$ cat src/rtl/i2c_pkg.sv
// i2c_pkg: shared state encoding and bit-phase constants for the I2C writer
package i2c_pkg;

    typedef enum logic [2:0] {
        IDLE  = 3'd0,
        START = 3'd1,
        ADDR  = 3'd2,
        ACK1  = 3'd3,
        DATA  = 3'd4,
        ACK2  = 3'd5,
        STOP  = 3'd6,
        DONE  = 3'd7
    } state_e;

    localparam logic [1:0] Q0 = 2'd0;
    localparam logic [1:0] Q1 = 2'd1;
    localparam logic [1:0] Q2 = 2'd2;
    localparam logic [1:0] Q3 = 2'd3;

    localparam logic WRITE = 1'b0;

endpackage

$ cat src/rtl/i2c_qtr_tick.sv
// i2c_qtr_tick: one-cycle tick every QTR clocks, marking quarter-bit boundaries
module i2c_qtr_tick #(
    parameter int unsigned QTR = 1
) (
    input  logic clk,
    input  logic reset,
    output logic tick_o
);

    localparam int W = (QTR > 1) ? $clog2(QTR) : 1;

    logic [W-1:0] cnt_q;

    assign tick_o = (cnt_q == W'(QTR - 1));

    // free-running divider, wraps on each tick
    always_ff @(posedge clk or negedge reset)
        if (!reset) cnt_q <= '0;
        else        cnt_q <= tick_o ? '0 : cnt_q + 1'b1;

endmodule

$ cat src/rtl/i2c_master_writer.sv
// i2c_master_writer: issues a single I2C write (addr + one byte) after reset, then parks the bus
module i2c_master_writer
    import i2c_pkg::*;
#(
    parameter logic [6:0]  SLAVE_ADDR = 7'h50,
    parameter logic [7:0]  WR_DATA    = 8'hAA,
    parameter int unsigned QTR        = 1
) (
    input  logic clk,
    input  logic reset,
    output logic i2c_scl,
    output logic i2c_sda
);

    localparam logic [7:0] ADDR_BYTE = {SLAVE_ADDR, WRITE};

    state_e      state_q, state_d;
    logic [1:0]  phase_q, phase_d;
    logic [2:0]  bit_q, bit_d;
    logic [7:0]  shift_q, shift_d;
    logic        scl_q, scl_d;
    logic        sda_q, sda_d;
    logic        tick;

    i2c_qtr_tick #(.QTR(QTR)) u_tick (
        .clk    (clk),
        .reset  (reset),
        .tick_o (tick)
    );

    // advance one quarter per tick; byte states repeat their quarters for 8 bits
    always_comb begin
        state_d = state_q;
        phase_d = phase_q;
        bit_d   = bit_q;
        shift_d = shift_q;
        if (tick && state_q == IDLE) begin
            state_d = START;
            phase_d = Q0;
        end else if (tick && state_q != DONE) begin
            phase_d = phase_q + 2'd1;
            if (phase_q == Q3) begin
                unique case (state_q)
                    START: begin
                        state_d = ADDR;
                        bit_d   = 3'd7;
                        shift_d = ADDR_BYTE;
                    end
                    ADDR, DATA: begin
                        if (bit_q == 3'd0) begin
                            state_d = (state_q == ADDR) ? ACK1 : ACK2;
                        end else begin
                            bit_d   = bit_q - 3'd1;
                            shift_d = {shift_q[6:0], 1'b0};
                        end
                    end
                    ACK1: begin
                        state_d = DATA;
                        bit_d   = 3'd7;
                        shift_d = WR_DATA;
                    end
                    ACK2:    state_d = STOP;
                    STOP:    state_d = DONE;
                    default: state_d = state_q;
                endcase
            end
        end
    end

    // bus levels for the upcoming quarter, registered so the pins come straight from flops
    always_comb begin
        scl_d = (state_d == IDLE || state_d == DONE || state_d == START) ? 1'b1 : phase_d[1];
        unique case (state_d)
            START:      sda_d = (phase_d < Q2);
            ADDR, DATA: sda_d = shift_d[7];
            STOP:       sda_d = (phase_d == Q3);
            default:    sda_d = 1'b1;
        endcase
    end

    // state, counters and output flops; reset releases the bus at once
    always_ff @(posedge clk or negedge reset)
        if (!reset) begin
            state_q <= IDLE;
            phase_q <= Q0;
            bit_q   <= 3'd0;
            shift_q <= 8'd0;
            scl_q   <= 1'b1;
            sda_q   <= 1'b1;
        end else begin
            state_q <= state_d;
            phase_q <= phase_d;
            bit_q   <= bit_d;
            shift_q <= shift_d;
            scl_q   <= scl_d;
            sda_q   <= sda_d;
        end

    assign i2c_scl = scl_q;
    assign i2c_sda = sda_q;

endmodule

$ cat config.mk
export PLATFORM = sky130hd
export DESIGN_NAME = i2c_master_writer
export DESIGN_NICKNAME = d
export VERILOG_FILES = /design/src/rtl/i2c_pkg.sv /design/src/rtl/i2c_qtr_tick.sv /design/src/rtl/i2c_master_writer.sv
export SDC_FILE = /design/constraint.sdc
export NUM_CORES = 1
export LEC_CHECK = 0
export ABC_AREA = 0
export BUFFER_PORTS_ARGS = -buffer_cell sky130_fd_sc_hd__clkbuf_2
export CELL_PAD_IN_SITES_DETAIL_PLACEMENT = 0
export CELL_PAD_IN_SITES_GLOBAL_PLACEMENT = 1
export CORE_ASPECT_RATIO = 1.2
export CORE_MARGIN = 2
export CORE_UTILIZATION = 43
export DETAILED_ROUTE_END_ITERATION = 10
export PLACE_DENSITY = 0.8
export SYNTH_ARGS = -nofsm -noshare
export SYNTH_HDL_FRONTEND = slang
export SYNTH_SLANG_ARGS = --single-unit
$ cat constraint.sdc
create_clock -name clk -period 2.42 [get_ports clk]
set_clock_uncertainty 0.15 [all_clocks]
set_input_delay 0.242 -clock clk [delete_from_list [all_inputs] [get_ports clk]]
set_output_delay 0.242 -clock clk [all_outputs]
set_load 0.02 [all_outputs]
==> flow_summary.json <==
{
  "arrival_ps": 2440,
  "p_sw_share_pct": 24.7,
  "yosys.area_share.simple_pct": 17.0,
  "hold_viol": 0,
  "path_cells": "ha_1 > or3_4 > a22o_4 > o221a_4 > nor2b_4 > a311oi_2 > mux2i_1",
  "grt_util_all_layers_pct": 16.2,
  "synth_top_area_share_pct": 34.6,
  "placementRows": 19,
  "power_frac_seq_pct": 61.3,
  "async_flop_share_pct": 100,
  "fin_area_mm2": 0.00124,
  "viasPerCell": 5.41,
  "cap_violations": 0,
  "synth_nets": 113,
  "min_path_type": "in2async",
  "worst-path-buf-inv": 0,
  "cts_sinks": 17,
  "antenna_found_initial": 0,
  "wl_um": 2170,
  "path_clk_slew_ps": 120,
  "start_util_pct": 46.1,
  "ys_types": 40,
  "slew_viol_final": 0,
  "ctsHtreeMaxLevel": 1,
  "io_pins": 4,
  "fp.dieW_um": 49.9,
  "synth_edf_count": 0,
  "grt_pass1_wl_um": 3640,
  "gp_congestion": 0.758,
  "grt_setup_unrepaired": "no",
  "drt_iter0_markers": 15,
  "die_y_um": 59.0,
  "leakagePower_uw": 0.000539,
  "synth.avg_cell_area_um2": 10.5,
  "core_area_mm2": 0.00235,
  "dpl_cell_area_mm2": 0.00116,
  "worstMarginPinSlew_ps": 430,
  "path_class": "reg2reg",
  "netlist_instances": 103,
  "final_nets": 128,
  "wl_per_cell_um": 14.7,
  "syn2layout_area_growth_pct": 14.1,
  "dieArea_mm2": 0.00294,
  "p_switching_uw": 115,
  "ys_ff_latch": 17,
  "drc": 0,
  "cts_made_buffers": 3,
  "status": "completed",
  "p_comb_share_pct": 1.5,
  "grt_pass1_vias": 797,
  "nFillCells": 214,
  "antenna_cells": 0,
  "layout-drive-gt1-share_pct": 31.6,
  "grt_overflow": 0,
  "cp_top_family": "compound AO/OA/AOI/OAI gates",
  "slew_headroom_pct": 71.3,
  "cpPeakStageDelay_ps": 440,
  "synth_top_area_cell": "dfrtp_1",
  "synthTopCellsByArea": "dfrtp_1 35%, ha_1 9.2%, dfstp_2 4.8%, o21ai_0 4.6%, inv_1 2.8%",
  "synth-compound-area-share_pct": 23.6,
  "synth-adder-area-share_pct": 9.23,
  "timing.fmax_ghz": 0.424,
  "setup_tns_ps": 0,
  "clk_latency_ps": 310,
  "synth_mux_area_share_pct": 4.04,
  "final_antenna_net_count": 0,
  "worstPathRequired_ps": 2500,
  "path_max_fanout": 6,
  "setup_viol": 0,
  "grt_max_degree": 18,
  "cts_tree": "yes",
  "cts_root_buf": "clkbuf_4",
  "intPower_uw": 349,
  "power_density_mw_per_mm2": 375,
  "ir_worst_vdd_v": 0.000312,
  "ys_seq_area_share_pct": 39.4,
  "synth.cell_area_mm2": 0.00108,
  "hpwl_um": 1590,
  "port_buffers": 3,
  "num_vias": 800,
  "synth_top_family_by_area": "compound AO/OA/AOI/OAI gates",
  "worst_setup_path_start_kind": "flop",
  "crit_path_top_delay_cell": "dfrtp_1",
  "synth-xor-area-share_pct": 0.807,
  "finalCritPeriodShare_pct": 97.4,
  "fin_crit_ps": 2360,
  "ys.flop_type": "dfrtp_1",
  "ys_warn_count": 0,
  "drtPass1Iterations": 5,
  "pwr-share-clk_pct": 37.2,
  "clockBufferDepth": 2,
  "end_kind": "flop"
}
final cells by class:
type	instances	area, um^2	share of cell area [%]
clock buffers	3	22.5	1.82
clock inverters	1	7.51	0.607
inverters	8	30.0	2.43
multi-input cells	74	611	49.3
flip-flops and latches	17	428	34.6
well taps	31	38.8	3.13
repair buffers	14	100	8.09
power groups by stage:
stage          clock network [uW]  registers [uW]  logic [uW]
2_1_floorplan                   0             290    0.000271
3_3_place_gp                    0             289        6.34
3_5_place_dp                    0             289        6.46
4_1_cts                       170             284        7.70
5_1_grt                       181             284        8.58
6_report                      172             284        7.13
cells in the mapped netlist, types with 2 or more instances:
cell type  number
buf_6           2
and3b_2         2
mux2_2          2
nand2_1         6
inv_1           8
nand3_1         2
dfstp_2         2
a22o_1          3
or3_1           2
a21oi_1         2
nor2_1          8
a22oi_1         2
nor3b_1         3
a31oi_1         3
ha_1            8
dfrtp_1        15
o21ai_0        10
kinds of logic after synthesis:
| kind of cell | after synthesis |
|---|---|
| XOR/XNOR | 1 |
| buffers and inverters | 12 |
| AND/OR/NAND/NOR | 30 |
| adder cells (fa/ha/maj) | 8 |
| flip-flops | 17 |
| AO/OA/AOI/OAI | 31 |
| multiplexers | 4 |
state kept, by name, indices dropped and copies added, names as in the netlist:
name / flops
i2c_sda: 1
phase_q: 2
shift_q: 7
i2c_scl: 1
state_q: 3
bit_q: 3
what timing repair did:
item	4_1_cts	5_1_grt
resized for setup	0	5
hold buffers	1	0
buffers inserted	0	3
endpoints found under the hold margin	15	0
setup endpoints to repair	0	2
metrics by stage:
step | hold WS, ps | std cells | utilization (%) | total power, uW | worst slack (ps)
floorplan | -204 | 103 | - | 290 | 109
global placement | 47.6 | 140 | 49.2 | 296 | 80.8
detailed placement | 51.7 | 140 | 49.2 | 296 | 41.8
CTS | 252 | 145 | 50.9 | 462 | 33.6
global route | 267 | 148 | 52.6 | 474 | 5.17
finish | 225 | 148 | 52.6 | 464 | 62.2
metal layers:
layer  track usage, %  wire length (um)
met1             21.1              1060
met2             28.0              1060
met3             2.27                36
met4             4.76                14
met5                0                 0
cell usage in the layout, fill, tap and decap left out, drive strengths merged, types with 2 or more instances in the layout:
| master | count |
|---|---|
| inv | 8 |
| nand2 | 6 |
| clkbuf | 6 |
| a22oi | 2 |
| nand3 | 2 |
| or3 | 3 |
| dfstp | 2 |
| a22o | 4 |
| nor2b | 2 |
| a21oi | 2 |
| o221a | 2 |
| ha | 8 |
| nor2 | 8 |
| nor3b | 3 |
| and3b | 2 |
| o221ai | 2 |
| mux2 | 3 |
| o21ai | 10 |
| buf | 10 |
| a31oi | 3 |
| dfrtp | 15 |
worst paths after layout:
path	startpoint	to	slack, ps	cells past startpoint
setup / recovery	state_q[0]	i2c_sda	60	7
hold / removal	reset	bit_q[1]	220	2
setup reg to reg	state_q[0]	i2c_sda	60	7
hold reg to reg	bit_q[0]	bit_q[0]	350	1
max in group asynchronous	reset	i2c_scl	1550	2
min in group clk	bit_q[0]	bit_q[0]	350	1
No activity file was read; power rests on OpenSTA's default activity.
